--- src/rtl/req_rr_encoder16.sv ---
// Sticky request capture with round-robin selection of one pending line per transfer,
// presented one-hot and binary on a valid/ready output register.
module req_rr_encoder16 #(
  parameter int N = 16,
  parameter int W = 4
) (
  input  logic         clk,
  input  logic         rst,
  input  logic [N-1:0] req,
  input  logic         ready,
  output logic         valid,
  output logic [W-1:0] y,
  output logic [N-1:0] onehot,
  output logic [N-1:0] pending,
  output logic         busy
);

  logic [N-1:0] r_pending;
  logic         r_valid;
  logic [W-1:0] r_y;
  logic [N-1:0] r_onehot;
  logic [W-1:0] r_ptr;

  logic [W-1:0] w_sel;
  logic         w_any;
  logic         w_load;
  logic         w_take;
  logic [N-1:0] w_sel_oh;
  logic [N-1:0] w_clr;

  // Scan ptr+1 .. ptr+16 (mod 16); the last slot is ptr itself, so the bit just
  // served only wins again when nothing else is pending.
  always_comb begin : sel_scan
    logic         v_found;
    logic [W-1:0] v_idx;
    w_sel   = '0;
    v_found = 1'b0;
    v_idx   = '0;
    for (int i = 1; i <= N; i++) begin
      v_idx = r_ptr + W'(i);
      if (!v_found && r_pending[v_idx]) begin
        v_found = 1'b1;
        w_sel   = v_idx;
      end
    end
  end

  assign w_any    = |r_pending;
  assign w_load   = ~r_valid | ready;
  assign w_take   = w_load & w_any;
  assign w_sel_oh = {{(N-1){1'b0}}, 1'b1} << w_sel;
  assign w_clr    = w_take ? w_sel_oh : '0;

  always_ff @(posedge clk or posedge rst) begin
    if (rst) begin
      r_pending <= '0;
      r_valid   <= 1'b0;
      r_y       <= '0;
      r_onehot  <= '0;
      r_ptr     <= {W{1'b1}};
    end else begin
      // New requests are OR'd in after the clear so a same-edge re-request survives.
      r_pending <= req | (r_pending & ~w_clr);
      if (w_load) begin
        if (w_any) begin
          r_valid  <= 1'b1;
          r_y      <= w_sel;
          r_onehot <= w_sel_oh;
          r_ptr    <= w_sel;
        end else begin
          r_valid  <= 1'b0;
          r_onehot <= '0;
        end
      end
    end
  end

  assign valid   = r_valid;
  assign y       = r_y;
  assign onehot  = r_onehot;
  assign pending = r_pending;
  assign busy    = w_any | r_valid;

endmodule

--- config.mk ---
export PLATFORM = sky130hd
export DESIGN_NAME = req_rr_encoder16
export DESIGN_NICKNAME = d
export VERILOG_FILES = /design/src/rtl/req_rr_encoder16.sv
export SDC_FILE = /design/constraint.sdc
export NUM_CORES = 1
export LEC_CHECK = 0
export BUFFER_PORTS_ARGS = -buffer_cell sky130_fd_sc_hd__buf_2
export CAP_MARGIN = 25
export CORE_AREA = 2 2 98 100
export DETAILED_ROUTE_END_ITERATION = 10
export DIE_AREA = 0 0 100 102
export PLACE_DENSITY = 0.76
export SLEW_MARGIN = 15
export SYNTH_ARGS = -nofsm -noshare
export SYNTH_HDL_FRONTEND = slang
export SYNTH_SLANG_ARGS = --single-unit
--- constraint.sdc ---
create_clock -name clk -period 4.9 [get_ports clk]
set_input_delay 0.49 -clock clk [delete_from_list [all_inputs] [get_ports clk]]
set_output_delay 0.49 -clock clk [all_outputs]
set_load 0.01 [all_outputs]
==> flow_summary_export.csv, run 1 <==
group,metric,value,unit
sta,fmax,0.2137,GHz
setup_path,cp-end-kind,"flop",
setup_path,critPathSlowestCell,"ha_1",
sta,rsz0062_at_grt,"false",
synthesis,synth_area_leader_cell,"dfrtp_1",
drt,first_pass_iters,5,
setup_path,regToRegEndpoint,"pending[5]",
finish,nNetsFinal,530,
setup_path,critPathRequiredTime,5.04,ns
sta,hold_viol,0,
drt,drt_wl_total,14.96,mm
die,die_h,102,um
sta,slew_headroom,0.4254,
finish,syn2layout_area_growth,7.383,%
setup_path,cp-start-kind,"flop",
synthesis,avgSynthCellArea,10.20,um2
die,initial_utilization,0.5265,
setup_path,r2r_slack,0.22,ns
cts,holdBufCountCts,0,
global_route,met3_usage,0.05746,
drt,wl_per_cell,24.33,um
sta,fin_tns_setup,0,ns
setup_path,crit_type,"reg2reg",
die,core,9109,um2
synthesis,post-synth-top-count-cell,"dfrtp_1",
placement,dp.cells,607,
global_route,gr-usage-met1,0.4226,
global_route,grt_pass1_wl,23.95,mm
synthesis,netlist_top_cells_area,"dfrtp_1 (19%), mux4_2 (17%), mux2_2 (8.0%)",
synthesis,synth_top_area_frac,0.1931,
cts,cts.clk_slew.worst_paths,0.08,ns
synthesis,ys_warn_count,0,
placement,dp_hpwl,10.76,mm
synthesis,syn_area,4796,um2
sta,finalClockSkew,0.007175,ns
cts,cts_setup_buffers,0,
setup_path,cp_cell_sequence,"inv_1 > ha_1 > mux2_2 > mux4_2 > mux2i_2 > and4_4 > and2_1 > a22o_1 > nand2_1 > a21oi_2 > a31oi_1",
pwr,p_leak,1.911,nW
sta,min_period,4.679,ns
die,num_rows,35,
pwr,p_per_area,820.3,nW/um2
cts,cts_resized,0,
cts,clk_latency,0.30,ns
setup_path,r2r-start,"r_ptr[1]",
global_route,grt_overflow,0,
synthesis,synth_seq_area_share,0.2150,
cts,cts_buffers,5,
global_route,first_global_vias,4322,
setup_path,max_stage_delay,0.65,ns
drt,dr_total_vias,4486,
synthesis,synth_nets,497,
sta,slew_viol_final,0,
synthesis,yosys-top-cells-count,"dfrtp_1 (37), mux4_2 (36), mux2_2 (34), nand2_1 (33), mux2i_1 (24)",
drt,vias_per_cell,7.294,
die,io_pins,57,
synthesis,synth_edf_count,0,
pwr,worst_ir_drop_vdd,0.3953,mV
finish,num_antenna_cells,0,
global_route,top_usage_layer,"met2",
sta,setup_viol,0,
run_status,status,"finished, final reports clean",
setup_path,reg2reg_depth,11,
sta,worst_pin_slew,0.8601,ns
synthesis,yosys_most_used_dff,"dfrtp_1",
die,die_x,100,um
finish,fin_cells,615,
worst_hold_path,min_path_type,"in2async",
global_route,antenna_found_initial,0,
cts,clkSinkCount,41,
drt,ant_nets,0,
cts,cts_tree,"done",
global_route,grt.total_usage,0.3019,
finish,drive_gt1_frac,0.3690,
cts,htreeDepth,2,
setup_path,cp_max_fo,13,
cts,clock_path_buffers,2,
synthesis,synthArstFlopShare,1.000,
synthesis,synth-seq-cells,41,
synthesis,netlist_instances,470,
die,dieArea,10200,um2
sta,fin_crit_sh,0.9550,
placement,gp_congestion,1.005,
global_route,grt_use_met2,0.4714,
global_route,grt_max_degree,42,
cts,cts_root_buf,"clkbuf_8",
drt,dr.first_iter.drc_count,598,
placement,port-buffer-count,56,
drt,drc_errors,0,
flow_run,max_cap_violations,0,
synthesis,yosys.cell_types.count,84,
setup_path,cp_data_arrival_time,4.82,ns
-- report_power, final --
group	total, mW	switching, mW	internal (mW)
sequential	0.723	0.250	0.472
clock	0.223	0.123	0.0998
combinational	3.28	1.98	1.30
total	4.22	2.35	1.87
-- worst max-delay path: cells and delay by family (launching register included) --
kind	cells	cell delay, ns
flops	1	0.53
simple gates	3	0.93
buf+inv	1	0.05
mux	3	1.40
fa+ha+maj	1	0.65
compound gates	3	0.96
-- cell type report --
cell class / instances / area, um2
clock inverter: 3 / 22.52
fill: 796 / 3959
timing repair buffer: 72 / 400.4
sequential: 41 / 1031
multi-input combinational: 369 / 3436
clock buffer: 5 / 68.82
tap: 111 / 138.9
inverter: 14 / 52.55
-- logic make-up after synthesis --
family,Yosys count,share of synthesized area
buffers and inverters,60,0.06862
AO/OA/AOI/OAI,127,0.2098
multiplexers,100,0.3152
AND/OR/NAND/NOR,121,0.1437
adder cells (fa/ha/maj),8,0.02087
XOR/XNOR,13,0.02687
flip-flops,41,0.2150
-- flip-flops by register name, summed over array words and instances, names as in the netlist --
name,flops
valid,1
r_ptr,4
pending,16
y,4
onehot,16
-- layout by cell type (no fill, tap or decap), drive strengths merged, types with 14 or more instances in the layout --
cell type,netlist,routed
mux2i,28,28
mux4,36,36
inv,14,14
a21oi,16,16
buf,25,72
o21ai,23,23
dfrtp,37,37
mux2,36,36
nor2,24,24
nand2,34,34
-- how the worst max path moves through the flow --
| stage | from | to | slack (ns) | cells after the start |
|---|---|---|---|---|
| finish | r_ptr[1] | pending[5] | 0.22 | 11 |
| floorplan | r_ptr[1] | onehot[4] | 0.35 | 18 |
| CTS | r_ptr[1] | onehot[11] | 0.29 | 13 |
| detailed placement | r_ptr[1] | onehot[11] | 0.29 | 13 |
| global route | r_ptr[1] | onehot[13] | 0.01 | 13 |
| global placement | r_ptr[1] | onehot[13] | 0.26 | 13 |
-- metrics by stage --
step / cell area, um2 / power [mW] / hold WS [ns] / utilization / setup WS, ns
2_1_floorplan: 4796 / 3.146 / 0.5203 / - / 0.3469
3_3_place_gp: 5051 / 3.824 / 0.4581 / 0.5545 / 0.2610
3_5_place_dp: 5059 / 3.882 / 0.4570 / 0.5554 / 0.2905
4_1_cts: 5150 / 4.119 / 0.3139 / 0.5654 / 0.2892
5_1_grt: 5150 / 4.448 / 0.3637 / 0.5654 / 0.01212
6_report: 5150 / 4.225 / 0.3070 / 0.5654 / 0.2207
-- layer usage --
metal | share of wire | vias up
li1 | - | 1918
met1 | 0.39 | 2167
met2 | 0.45 | 351
met3 | 0.12 | 50
met4 | 0.035 | 0
met5 | 0 | -
Note: power is estimated with default switching activity, not from simulation.
==> inputs of run 2 (changes only) <==
ABC_CLOCK_PERIOD_IN_PS = 5000   (was not set)
CORE_AREA = 2 2 93 95   (was 2 2 98 100)
DIE_AREA = 0 0 95 97   (was 0 0 100 102)
PLACE_DENSITY = 0.8   (was 0.76)
clock period = 5 ns   (was 4.9 ns; I/O delays follow)
==> flow_summary_export.csv, run 2 (synthesis gave the netlist of run 1 again) <==
group,metric,value,unit
setup_path,critPathRequiredTime,5.19,ns
setup_path,cp_max_fo,28,
die,core,8134,um2
cts,clkSinkCount,41,
pwr,p_leak,1.895,nW
global_route,top_usage_layer,"met2",
sta,worst_pin_slew,0.8325,ns
pwr,total_power,4.049,mW
global_route,met3_usage,0.07866,
drt,dr.first_iter.drc_count,446,
setup_path,cp-start-kind,"flop",
cts,cts_resized,0,
setup_path,reg2reg_depth,12,
sta,fin_crit_sh,0.9460,
pwr,clockPowerShare,0.057,
die,num_rows,33,
global_route,grt_use_met2,0.4823,
global_route,antenna_found_initial,0,
global_route,first_global_vias,4286,
sta,fmax,0.2114,GHz
sta,setup_viol,0,
global_route,grt_max_degree,42,
drt,wl_per_cell,24.30,um
finish,final_common_cell,"buf_2",
die,die_h,97,um
pwr,p_per_area,792.8,nW/um2
die,die_x,95,um
worst_hold_path,min_path_type,"in2async",
run_status,status,"finished, final reports clean",
finish,drive_gt1_frac,0.3627,
sta,slew_viol_final,0,
pwr,worst_ir_drop_vdd,0.4017,mV
finish,final_cell_mix,"buf_2 (56), dfrtp_1 (37), mux4_2 (36)",
global_route,grt_overflow,0,
global_route,gr-usage-met1,0.4677,
drt,drt_wl_total,14.68,mm
sta,min_period,4.730,ns
placement,gp_congestion,1.098,
cts,cts_setup_buffers,0,
sta,slew_headroom,0.4439,
pwr,p_seq_frac,0.171,
cts,clock_path_buffers,2,
placement,dp.cells,596,
global_route,grt_pass1_wl,23.52,mm
die,dieArea,9215,um2
cts,clk_latency,0.31,ns
finish,num_antenna_cells,0,
setup_path,r2r-start,"r_ptr[1]",
cts,cts_buffers,5,
cts,cts.clk_slew.worst_paths,0.09,ns
pwr,switching_share,0.5598,
setup_path,regToRegEndpoint,"pending[13]",
global_route,grt.total_usage,0.3257,
die,io_pins,57,
finish,nNetsFinal,525,
sta,fin_tns_setup,0,ns
setup_path,cp_data_arrival_time,4.92,ns
drt,drc_errors,0,
drt,first_pass_iters,5,
pwr,comb_power_share,0.772,
drt,dr_total_vias,4410,
cts,cts_tree,"done",
sta,rsz0062_at_grt,"false",
setup_path,crit_type,"reg2reg",
setup_path,r2r_slack,0.27,ns
sta,finalClockSkew,0.01265,ns
pwr,power.net_switching,2.267,mW
die,initial_utilization,0.5896,
drt,vias_per_cell,7.301,
finish,fin_cells,604,
cts,holdBufCountCts,0,
placement,port-buffer-count,56,
placement,dp_hpwl,10.50,mm
cts,cts_root_buf,"clkbuf_8",
finish,fill_cells,661,
drt,ant_nets,0,
setup_path,cp-end-kind,"flop",
cts,htreeDepth,2,
sta,hold_viol,0,
finish,syn2layout_area_growth,6.496,%
flow_run,max_cap_violations,0,
pwr,p_int,1.783,mW
-- run 2: changes by cell type in the layout (fill, tap and decap cells not counted) --
cell | previous run | this run
clkinvlp_4 | 3 | 1
buf_4 | 16 | 11
inv_6 | 0 | 1
clkinv_4 | 0 | 1
-- run 2: power groups by stage --
stage	logic (mW)	clock network, mW	registers [mW]
after CTS	3.06	0.232	0.679
after detailed placement	3.05	0	0.684
after global routing	3.32	0.245	0.706
after floorplan	2.49	0	0.591
after global placement	3.00	0	0.677
final	3.13	0.230	0.693
-- run 2: worst max path at each step --
stage	endpoint	cells past startpoint	from
global placement	pending[0]	11	r_ptr[2]
finish	pending[13]	12	r_ptr[1]
CTS	pending[13]	12	r_ptr[1]
detailed placement	pending[13]	12	r_ptr[1]
floorplan	onehot[4]	18	r_ptr[1]
global route	pending[11]	12	r_ptr[1]
-- run 2: area by class of cell --
type	count	area, um2	area share
flip-flops and latches	41	1031	0.2019
well taps	105	131.4	0.02572
repair buffers	67	362.8	0.07104
clock buffers	5	68.82	0.01347
multi-input cells	369	3436	0.6727
clock inverters	3	25.02	0.004900
inverters	14	52.55	0.01029
-- run 2: critical path, stage by stage (launching register included) --
cell and delay [ns]:
dfstp_2 0.54, inv_1 0.13, ha_1 0.31, buf_4 0.31
mux2_2 0.40, mux4_2 0.57, mux2i_2 0.41, and4_4 0.36
and2_1 0.25, a31oi_1 0.18, o21bai_1 0.40, or3_1 0.45
o32a_1 0.29
-- run 2: metrics by stage --
stage / cell area (um2) / setup slack, ns / hold WS, ns / utilization
detailed placement: 5014 / 0.3759 / 0.4623 / 0.6164
global route: 5107 / 0.09678 / 0.3588 / 0.6279
global placement: 5006 / 0.4271 / 0.4585 / 0.6154
CTS: 5107 / 0.3460 / 0.3126 / 0.6279
floorplan: 4796 / 0.4469 / 0.5203 / -
finish: 5107 / 0.2702 / 0.2963 / 0.6279
-- run 2: metal layers --
layer	vias up	wire, um
li1	1907	-
met1	2174	5909
met2	283	6756
met3	46	1478
met4	0	534
met5	-	0
==> inputs of run 3 (changes only) <==
ABC_AREA = 1   (was not set)
CORE_AREA = 2 2 82 84   (was 2 2 93 95)
CTS_CLUSTER_DIAMETER = 200   (was not set)
DIE_AREA = 0 0 84 86   (was 0 0 95 97)
PLACE_DENSITY = 0.79   (was 0.8)
==> flow_summary_export.csv, run 3 <==
group,metric,value,unit
cts,cts.clk_slew.worst_paths,0.09,ns
cts,cts_buffers,5,
cts,clkSinkCount,41,
sta,min_period,4.175,ns
synthesis,yosys-top-cells-count,"nand2_1 (212), nand3_1 (108), inv_1 (62), nor2_1 (41), dfrtp_1 (37)",
synthesis,synth_top_area_frac,0.2605,
finish,final_common_cell,"nand2_1",
synthesis,synthArstFlopShare,1.000,
finish,syn2layout_area_growth,13.59,%
global_route,first_global_vias,3823,
finish,drive_gt1_frac,0.1749,
synthesis,netlist_top_cells_area,"dfrtp_1 (26%), nand2_1 (22%), nand3_1 (15%)",
run_status,status,"finished, final reports clean",
synthesis,avgSynthCellArea,6.247,um2
setup_path,cp_data_arrival_time,4.37,ns
drt,wl_per_cell,16.11,um
die,die_x,84,um
drt,met3WireLength,735,um
sta,slew_viol_final,0,
drt,ant_nets,0,
synthesis,syn_area,3555,um2
cts,clk_latency,0.30,ns
placement,dp_hpwl,8.912,mm
synthesis,synth_xor_area_frac,0.02394,
synthesis,synth_seq_area_share,0.2900,
cts,cts_resized,0,
synthesis,post-synth-top-count-cell,"nand2_1",
die,die_h,86,um
synthesis,ys_warn_count,0,
drt,routed.top_layer,"met4",
setup_path,crit_type,"reg2reg",
finish,num_antenna_cells,0,
synthesis,synth_nets,596,
drt,wl_met1,4.573,mm
drt,vias_per_cell,5.677,
synthesis,synth_edf_count,0,
global_route,grt_pass1_wl,18.67,mm
cts,clock_path_buffers,2,
setup_path,cp_max_fo,19,
sta,fin_crit_sh,0.8349,
synthesis,yosys.cell_types.count,33,
finish,nNetsFinal,655,
synthesis,yosys_most_used_dff,"dfrtp_1",
worst_hold_path,min_path_type,"in2async",
drt,drc_errors,0,
flow_run,max_cap_violations,0,
global_route,grt_max_degree,42,
die,dieArea,7224,um2
synthesis,synth_area_leader_cell,"dfrtp_1",
drt,first_pass_iters,7,
drt,drt_wl_total,11.38,mm
sta,fmax,0.2395,GHz
global_route,grt_overflow,0,
global_route,grt.total_usage,0.3275,
setup_path,r2r_slack,0.83,ns
finish,final_cell_mix,"nand2_1 (212), nand3_1 (108), inv_1 (62)",
cts,holdBufCountCts,0,
setup_path,r2r-start,"r_ptr[0]",
placement,gp_congestion,0.9726,
die,io_pins,57,
finish,fill_cells,606,
cts,cts_tree,"done",
sta,fin_tns_setup,0,ns
setup_path,critPathRequiredTime,5.19,ns
drt,dr.first_iter.drc_count,298,
synthesis,synth-simple-area-share,0.5340,
sta,rsz0062_at_grt,"false",
synthesis,synthAdderAreaFrac,0.02816,
die,initial_utilization,0.5663,
cts,cts_root_buf,"clkbuf_8",
die,core,6277,um2
sta,finalClockSkew,0.01466,ns
setup_path,regToRegEndpoint,"pending[4]",
synthesis,netlist_instances,569,
sta,slew_headroom,0.6142,
setup_path,cp-start-kind,"flop",
synthesis,synth_compound_area_frac,0.03027,
drt,dr_total_vias,4008,
drt,wl_met2,5.586,mm
placement,port-buffer-count,56,
setup_path,crit_start,"r_ptr[0]",
die,num_rows,29,
setup_path,reg2reg_depth,22,
synthesis,synth_top_family_by_area,"simple AND/OR/NAND/NOR gates",
setup_path,cp-end-kind,"flop",
synthesis,synth-seq-cells,41,
synthesis,synthMuxAreaShare,0,
sta,hold_viol,0,
global_route,antenna_found_initial,0,
sta,setup_viol,0,
cts,htreeDepth,2,
sta,worst_pin_slew,0.5727,ns
cts,cts_setup_buffers,0,
-- run 3: critical path, stage by stage, from the launching register on --
cell	delay, ns
dfstp_2	0.54
inv_2	0.13
ha_1	0.34
inv_1	0.32
nand3_1	0.18
nand3_1	0.12
o21ai_0	0.19
a21oi_1	0.40
inv_1	0.14
nand3_1	0.17
nor2_1	0.06
nor2_1	0.19
nand3_1	0.10
nor2_1	0.10
nand3_1	0.09
nor2_1	0.16
nand3_1	0.09
nor2_1	0.15
nand2_1	0.08
nor2_1	0.20
nand4_1	0.18
nand2_1	0.10
nand2_1	0.06
-- run 3: how the worst max path moves through the flow --
stage | slack, ns | endpoint
3_3_place_gp | 0.96 | pending[6]
2_1_floorplan | 1.45 | pending[7]
3_5_place_dp | 0.96 | pending[4]
5_1_grt | 0.45 | pending[1]
4_1_cts | 0.95 | pending[4]
6_report | 0.83 | pending[4]
-- run 3: logic make-up (layout without fill, tap and decap cells) --
group | after synthesis | in the layout
AND/OR/NAND/NOR | 410 | 410
flip-flops | 41 | 41
AO/OA/AOI/OAI | 20 | 20
buffers and inverters | 82 | 142
adder cells (fa/ha/maj) | 8 | 8
XOR/XNOR | 8 | 8
-- run 3: metrics by stage --
stage | std cells | setup slack [ns] | utilization | hold WS (ns) | cell area (um2)
final | 706 | 0.8253 | 0.6432 | 0.3032 | 4038
after global routing | 706 | 0.4458 | 0.6432 | 0.3754 | 4038
after CTS | 706 | 0.9500 | 0.6432 | 0.3214 | 4038
after detailed placement | 698 | 0.9632 | 0.6241 | 0.4610 | 3918
after global placement | 698 | 0.9579 | 0.6241 | 0.4599 | 3918
after floorplan | 569 | 1.445 | - | 0.5156 | 3555
-- run 3: final cells by class --
class,instances,area [um2],share of cell area
flip-flops and latches,41,1031,0.2553
clock inverters,2,37.54,0.009297
well taps,77,96.34,0.02386
clock buffers,6,82.58,0.02045
inverters,71,266.5,0.06601
multi-input cells,446,2191,0.5426
repair buffers,63,332.8,0.08243
-- run 3: layer usage --
metal	global-route usage	vias up
li1	-	1943
met1	0.3996	1817
met2	0.5738	205
met3	0.04139	43
met4	0.1613	0
met5	0	-
Power of run 3 is not shown: default switching activity piles up to over one toggle a cycle in this logic, so the estimate is an artifact.
